File: config.mk
export PLATFORM = sky130hd
export DESIGN_NAME = code_loader
export DESIGN_NICKNAME = d
export VERILOG_FILES = /design/src/rtl/loader_pkg.sv /design/src/rtl/gap_timer.sv /design/src/rtl/code_loader.sv
export SDC_FILE = /design/constraint.sdc
export NUM_CORES = 1
export LEC_CHECK = 0
export BUFFER_PORTS_ARGS = -buffer_cell sky130_fd_sc_hd__buf_2
export CORE_ASPECT_RATIO = 0.5
export CORE_UTILIZATION = 44
export CTS_CLUSTER_SIZE = 20
export DETAILED_ROUTE_END_ITERATION = 7
export SLEW_MARGIN = 5
export SYNTH_ARGS = -nofsm -noshare
export SYNTH_HDL_FRONTEND = slang
export SYNTH_SLANG_ARGS = --single-unit
File: constraint.sdc
create_clock -name clk -period 2.86 [get_ports clk]
set_input_delay 0.143 -clock clk [delete_from_list [all_inputs] [get_ports clk]]
set_output_delay 0.143 -clock clk [all_outputs]
set_load 0.01 [all_outputs]
File: src/rtl/loader_pkg.sv
// Shared types and constants for the framed code loader.
package loader_pkg;

  typedef enum logic [2:0] {
    IDLE,
    GET_LEN_LO,
    GET_LEN_HI,
    PAYLOAD,
    GET_CSUM,
    ERROR
  } loader_state_t;

  typedef enum logic [1:0] {
    ERR_NONE    = 2'd0,
    ERR_LEN     = 2'd1,
    ERR_CSUM    = 2'd2,
    ERR_TIMEOUT = 2'd3
  } loader_err_t;

  localparam logic [7:0] DEFAULT_SYNC_BYTE = 8'hA5;

endpackage

File: src/rtl/gap_timer.sv
// Loadable down-counter flagging an over-long silence between received bytes.
module gap_timer #(
  parameter int TIMEOUT = 1_000_000
) (
  input  logic clk,
  input  logic rst,
  input  logic restart,
  input  logic enable,
  output logic expired
);

  localparam int CNT_W = $clog2(TIMEOUT + 1);
  // Loaded with TIMEOUT-1 so zero is reached on the TIMEOUT-th clock after the byte.
  localparam logic [CNT_W-1:0] LOAD = CNT_W'(TIMEOUT - 1);

  logic [CNT_W-1:0] cnt;

  always_ff @(posedge clk) begin
    if (!rst) begin
      cnt <= '0;
    end else if (restart) begin
      cnt <= LOAD;
    end else if (enable && (cnt != '0)) begin
      cnt <= cnt - CNT_W'(1);
    end
  end

  assign expired = enable && (cnt == '0);

endmodule

File: src/rtl/code_loader.sv
// Framed program loader: SYNC, LEN_LO, LEN_HI, payload, CSUM -> code RAM writes.
// state      | meaning
// IDLE       | waiting for SYNC; prog_ready holds the last result
// GET_LEN_LO | collecting low length byte
// GET_LEN_HI | collecting high length byte, validating length
// PAYLOAD    | writing bytes to RAM, accumulating sum
// GET_CSUM   | checking final checksum byte
// ERROR      | last frame failed; waiting for SYNC
module code_loader
  import loader_pkg::*;
#(
  parameter int         ADDR_W      = 8,
  parameter logic [7:0] SYNC_BYTE   = DEFAULT_SYNC_BYTE,
  parameter int         GAP_TIMEOUT = 1_000_000
) (
  input  logic              clk,
  input  logic              rst,
  input  logic [7:0]        rx_data,
  input  logic              rx_valid,
  output logic              wr_en,
  output logic [ADDR_W-1:0] wr_addr,
  output logic [7:0]        wr_data,
  output logic              prog_ready,
  output logic              load_busy,
  output logic              load_error,
  output logic [1:0]        err_code
);

  localparam logic [16:0] MAX_LEN = 17'(2 ** ADDR_W);

  loader_state_t     state_q, state_n;
  loader_err_t       err_q, err_n;
  logic [15:0]       len_q, len_n;
  logic [ADDR_W:0]   addr_q, addr_n;
  logic [7:0]        sum_q, sum_n;
  logic              prog_q, prog_n;
  logic              wr_en_q, wr_en_n;
  logic [ADDR_W-1:0] wr_addr_q, wr_addr_n;
  logic [7:0]        wr_data_q, wr_data_n;

  logic              busy, expired, sync_hit;
  logic [15:0]       len_full;
  logic [ADDR_W:0]   addr_next;
  logic [7:0]        sum_plus;

  assign busy      = (state_q == GET_LEN_LO) || (state_q == GET_LEN_HI) ||
                     (state_q == PAYLOAD)    || (state_q == GET_CSUM);
  assign sync_hit  = rx_valid && (rx_data == SYNC_BYTE);
  assign len_full  = {rx_data, len_q[7:0]};
  assign addr_next = addr_q + 1'b1;
  assign sum_plus  = sum_q + rx_data;

  gap_timer #(.TIMEOUT(GAP_TIMEOUT)) u_gap_timer (
    .clk     (clk),
    .rst     (rst),
    .restart (rx_valid),
    .enable  (busy),
    .expired (expired)
  );

  always_ff @(posedge clk) begin
    if (!rst) begin
      state_q   <= IDLE;
      err_q     <= ERR_NONE;
      len_q     <= '0;
      addr_q    <= '0;
      sum_q     <= '0;
      prog_q    <= 1'b0;
      wr_en_q   <= 1'b0;
      wr_addr_q <= '0;
      wr_data_q <= '0;
    end else begin
      state_q   <= state_n;
      err_q     <= err_n;
      len_q     <= len_n;
      addr_q    <= addr_n;
      sum_q     <= sum_n;
      prog_q    <= prog_n;
      wr_en_q   <= wr_en_n;
      wr_addr_q <= wr_addr_n;
      wr_data_q <= wr_data_n;
    end
  end

  always_comb begin
    state_n   = state_q;
    err_n     = err_q;
    len_n     = len_q;
    addr_n    = addr_q;
    sum_n     = sum_q;
    prog_n    = prog_q;
    wr_en_n   = 1'b0;
    wr_addr_n = wr_addr_q;
    wr_data_n = wr_data_q;

    case (state_q)
      IDLE, ERROR: begin
        if (sync_hit) begin
          state_n = GET_LEN_LO;
          err_n   = ERR_NONE;
          prog_n  = 1'b0;
        end
      end
      GET_LEN_LO: begin
        if (rx_valid) begin
          len_n   = {8'h00, rx_data};
          state_n = GET_LEN_HI;
        end
      end
      GET_LEN_HI: begin
        if (rx_valid) begin
          len_n = len_full;
          if ((len_full == 16'h0000) || ({1'b0, len_full} > MAX_LEN)) begin
            state_n = ERROR;
            err_n   = ERR_LEN;
          end else begin
            addr_n  = '0;
            sum_n   = '0;
            state_n = PAYLOAD;
          end
        end
      end
      PAYLOAD: begin
        if (rx_valid) begin
          wr_en_n   = 1'b1;
          wr_addr_n = addr_q[ADDR_W-1:0];
          wr_data_n = rx_data;
          addr_n    = addr_next;
          sum_n     = sum_plus;
          if (17'(addr_next) == {1'b0, len_q}) begin
            state_n = GET_CSUM;
          end
        end
      end
      GET_CSUM: begin
        if (rx_valid) begin
          if (sum_plus == 8'h00) begin
            state_n = IDLE;
            prog_n  = 1'b1;
          end else begin
            state_n = ERROR;
            err_n   = ERR_CSUM;
          end
        end
      end
      default: state_n = IDLE;
    endcase

    // A byte on the expiry cycle takes priority over the timeout.
    if (busy && expired && !rx_valid) begin
      state_n = ERROR;
      err_n   = ERR_TIMEOUT;
    end
  end

  assign wr_en      = wr_en_q;
  assign wr_addr    = wr_addr_q;
  assign wr_data    = wr_data_q;
  assign prog_ready = prog_q;
  assign load_busy  = busy;
  assign load_error = (err_q != ERR_NONE);
  assign err_code   = err_q;

endmodule

==> Word level (Yosys, flattened, before mapping) <==
Cells that the tools add are included.
{ "word_totals": {"register_bits": 76, "input_bits": 11, "out_inout_bits": 22, "word_cells": 110} }
{ "classes": {"n_addsub": 3, "order_cmp": 1, "n_eq_ne": 23, "n_mux": 35, "bitwise_logic": 2, "reduce_logical": 33} }
{ "op_table": {"columns": ["operator", "n"], "rows": [
  ["20-bit 2-to-1 mux", 2],
  ["16-bit 2-to-1 mux", 2],
  ["16-bit one-hot mux with 2 select lines", 1],
  ["3-bit 2-to-1 mux", 9],
  ["9-bit 2-to-1 mux", 3],
  ["8-bit 2-to-1 mux", 3],
  ["20-bit zero test", 1],
  ["20-bit nonzero test", 1],
  ["20-bit by 1-bit subtractor with 20-bit output, second input constant", 1],
  ["9-bit one-hot mux with 2 select lines", 1],
  ["6-bit AND reduction", 3],
  ["9-bit by 16-bit == test with 1-bit output", 1],
  ["16-bit by 9-bit > comparator with 1-bit output, second input constant", 1],
  ["16-bit zero test", 1],
  ["8-bit one-hot mux with 2 select lines", 1],
  ["3-bit by 2-bit != test with 1-bit output, second input constant", 5],
  ["3-bit one-hot mux with 5 select lines", 1],
  ["2-bit 2-to-1 mux", 6],
  ["2-bit != test, second input constant", 6],
  ["2-bit nonzero test", 5],
  ["9-bit by 1-bit adder with 9-bit output, second input constant", 1],
  ["8-bit adder", 1],
  ["8-bit == test, second input constant", 1],
  ["8-bit zero test", 1],
  ["19 further kinds", 39]
]} }

==> Depth between registers and ports, before layout <==
{ "logic_depth": {"word_depth": 9, "ltp_mapped": 8, "depth_no_buf": 8} }

==> Hierarchy <==
Synthesis repeated with hierarchy kept, for this count alone.
{ "unflattened": {"hier_cells": 528, "area_unflattened_um2": 4164.0} }
{ "modules_own_cells": {"columns": ["module", "n_inst", "cells_per_inst", "area_per_inst_um2", "seq_area_each_um2"], "rows": [
  ["code_loader", 1, 402, 3054.2, 1121.1],
  ["gap_timer", 1, 126, 1109.8, 400.4]
]} }

==> Least setup slack after synthesis <==
Ideal clock, no wire load.
{ "synth_path": {"path_type": "register to register", "start": "register sum_q[0]", "end": "register err_q[1], in the netlist err_code[1]", "setup_ns": 0.086, "t_arrival_ns": 2.270, "t_required_ns": 2.774, "slack_ns": 0.504, "path_stages_with_launch": 9, "n_path_buf": 0, "synth_period_minus_slack_ns": 2.356, "cell_sequence": "dfxtp_1 -> ha_1 -> fa_1 -> a211oi_1 -> o21ai_0 -> and3_1 -> or2_2 -> a311o_1 -> a221oi_2"} }
{ "synth_via": {"elab_chain_cells": 4} }
{ "synth_rtl": {"columns": ["element", "line", "text"], "rows": [
  ["from (decl)", "code_loader.sv:35", "logic [7:0] sum_q, sum_n;"],
  ["from (signal assigned)", "code_loader.sv:77", "sum_q <= sum_n;"],
  ["8-bit adder", "code_loader.sv:51", "assign sum_plus = sum_q + rx_data;"],
  ["8-bit zero test", "code_loader.sv:137", "if (sum_plus == 8'h00) begin"],
  ["3-bit by 2-bit != test with 1-bit output (no source line)", null, null],
  ["6-bit AND reduction (no source line)", null, null],
  ["to (signal assigned)", "code_loader.sv:74", "err_q <= err_n;"],
  ["to (decl)", "code_loader.sv:32", "loader_err_t err_q, err_n;"]
]} }
No other way between the ends.
A chain may end at the register's enable or synchronous reset.

==> Worst setup path in the final report <==
Same ends and word-level chain as after synthesis.

==> reports/metrics.yaml <==
crit_arrival_ns: 2.82
grt_max_degree: 29
ys_warn_count: 0
clock.fmax_ghz: 0.388
drive_above_1_share_pct: 14.0
p_total_w: 0.00340
synthTopCellsByArea: "dfxtp_1, a21oi_1, nand2_1, xnor2_1, nor2_1"
final_nets: 531
reg2reg_from: "sum_q[0]"
slew_headroom_pct: 55.6
synthToLayoutAreaGrowth_pct: 16.7
cts_max_path_buffers: 2
gp_congestion: 0.808
peakVddDrop_mv: 0.355
wl_per_cell_microns: 15.0
cts.clk_slew.worst_paths_ns: 0.06
hold_violations: 0
crit_path_start_kind: "flip-flop"
synth-xor-area-share_pct: 7.23
worstSetupEndpointType: "flip-flop"
cpPeakStageDelay_ns: 0.42
first_pass_iters: 4
coreArea_sq_mm: 0.00826
p_per_area_mw_per_mm2: 751
fill_cells: 804
status: "complete, no violations"
rrSetupSlack_ns: 0.28
ys_ff_latch: 76
grt_usage_pct: 22.5
ys_types: 57
dpl.hpwl_microns: 6500
synth-simple-area-share_pct: 26.3
hold_depth: 3
finalCritPeriodShare_pct: 90.1
antenna_found_initial: 0
grt_pass1_wl_microns: 15800
final_core_util_pct: 54.8
leakagePower_nw: 1.73
whs_endpoint: "len_q[0]"
drv_slew: 0
rsz0062_at_grt: "no"
synth-async-reset-ratio_pct: 0
synth_top_family_by_area: "simple AND/OR/NAND/NOR gates"
synthCells: 479
yosys.area.top_type: "dfxtp_1"
crit_chain: "ha_1 > fa_1 > a211oi_1 > o21ai_0 > and3_1 > or2_2 > a311o_1 > a221oi_2"
muxShareOfSynthArea_pct: 0
routed_wl_microns: 9420
clk_latency_ns: 0.34
drt_iter0_markers: 187
cts_tree: "yes"
cts_buffers: 9
yosys_most_used_dff: "dfxtp_1"
ctsHoldBuffers: 0
drc: 0
ant_nets: 0
rr_worst_depth: 8
start_util_pct: 46.9
syn-cell-area_sq_mm: 0.00388
hp-start: "rx_data[0]"
synth_fp_nets: 501
hp-class: "input pin to flip-flop"
yosys.area_share.adder_pct: 3.74
setup_violations: 0
cts-resized-gates: 0
post_cts.repair.setup_buffers: 0
rows: 23
fin_tns_setup_ns: 0
fp.dieW_microns: 135
cp_max_fo: 3
finalClockSkew_ns: 0.00738
ys_seq_area_share_pct: 39.2
worstReg2RegEnd: "err_code[1]"
crit_type: "flip-flop to flip-flop"
root_buffer: "clkbuf_16"
gr-total-overflow: 0
grt_pass1_vias: 3129
ios: 33
worst_path_max_delay_cell: "fa_1"
clkSinkCount: 76
avgSynthCellArea_sq_um: 8.09
num_antenna_cells: 0
num_vias: 3433
synth_compound_area_share_pct: 20.5
via_per_inst: 5.48
synth_edf_count: 0
tightestPinTransition_ns: 0.666
cp.required_ns: 3.11
numPortBuffers: 32
maxCapViolCount: 0
yosys.area.top_type_share_pct: 39.2
cts_max_level: 3
dieHeight_microns: 68.4
period_needed_ns: 2.58
dieArea_sq_mm: 0.00921
layout make-up:
| type | count | area [sq um] | area share [%] |
|---|---|---|---|
| inverters | 8 | 30.0 | 0.664 |
| multi-input cells | 373 | 2240 | 49.5 |
| clock inverters | 6 | 136 | 3.01 |
| flip-flops and latches | 76 | 1520 | 33.6 |
| repair buffers | 41 | 228 | 5.03 |
| clock buffers | 10 | 229 | 5.06 |
| well taps | 112 | 140 | 3.10 |
sequential cells by signal, indices dropped and copies added (netlist names):
signal	cells
wr_en	1
wr_addr	8
wr_data	8
state_q	3
err_code	2
addr_q	9
len_q	16
sum_q	8
u_gap_timer.cnt	20
prog_ready	1
worst max-delay path: cells and delay by family (launching register included):
family          cells  cell delay, ns
fa+ha+maj           2            0.63
simple gates        2            0.53
flops               1            0.31
compound gates      4            1.00
cells in the mapped netlist, types with 3 or more instances:
library cell	instances
or3_1	7
inv_1	7
ha_1	10
nor4_1	10
or4_1	3
a22oi_1	12
xor2_1	11
nand2_1	69
o21a_1	6
a31oi_1	3
and3_1	6
nand4_1	5
clkbuf_1	20
nand3_1	12
a211oi_1	6
nor2b_1	5
dfxtp_1	76
or2_2	7
o21ai_0	18
nor2_1	47
xnor2_1	21
nor3_1	9
and2_1	6
a21oi_1	58
stage by stage:
stage / hold WS, ns / area (sq um) / std cells / worst slack (ns)
after floorplan: 0.279 / 3880 / 479 / 0.504
after global placement: 0.438 / 4160 / 610 / 0.370
after detailed placement: 0.438 / 4160 / 610 / 0.311
after CTS: 0.0791 / 4530 / 626 / 0.283
after global routing: 0.0906 / 4530 / 626 / 0.150
final: 0.0857 / 4530 / 626 / 0.284
layout by cell type (no fill, tap or decap), drive strengths merged, types with 3 or more instances in the layout:
cell	synthesis	routed
a211oi	7	7
a21oi	58	58
a22oi	12	12
a31oi	3	3
and2	6	6
and3	6	6
buf	2	41
bufinv	0	4
clkbuf	20	10
dfxtp	76	76
ha	10	10
inv	8	8
nand2	69	69
nand3	12	12
nand4	5	5
nor2	47	47
nor2b	5	5
nor3	10	10
nor4	12	12
o21a	6	6
o21ai	18	18
or2	7	7
or3	7	7
or4	4	4
xnor2	21	21
xor2	11	11
power by group:
part	internal [W]	switching (W)	total, W
logic	0.000310	0.000449	0.000760
registers	0.00113	0.000105	0.00124
clock network	0.000942	0.000458	0.00140
total	0.00239	0.00101	0.00340
how the worst max path moves through the flow:
stage | from | end | slack, ns | cells past startpoint
6_report | sum_q[0] | err_code[1] | 0.28 | 8
5_1_grt | sum_q[0] | err_code[1] | 0.15 | 8
4_1_cts | sum_q[0] | err_code[1] | 0.28 | 8
3_5_place_dp | rx_data[0] | err_code[1] | 0.31 | 9
3_3_place_gp | rx_data[0] | err_code[1] | 0.37 | 9
2_1_floorplan | sum_q[0] | err_code[1] | 0.50 | 8
kinds of logic after synthesis:
kind of cell / count (synthesis)
buf+inv: 30
compound gates: 127
simple gates: 203
flops: 76
fa+ha+maj: 11
xor+xnor: 32
layer usage:
metal  GRT usage (%)  vias to the layer above  wire [microns]
met2            33.9                       46            3880
met3            5.93                        6             372
met4            6.74                        0              62
met5               0                        -               0
met1            31.4                     1605            5110
li1                -                     1776               -
(Power assumes the default switching activity.)
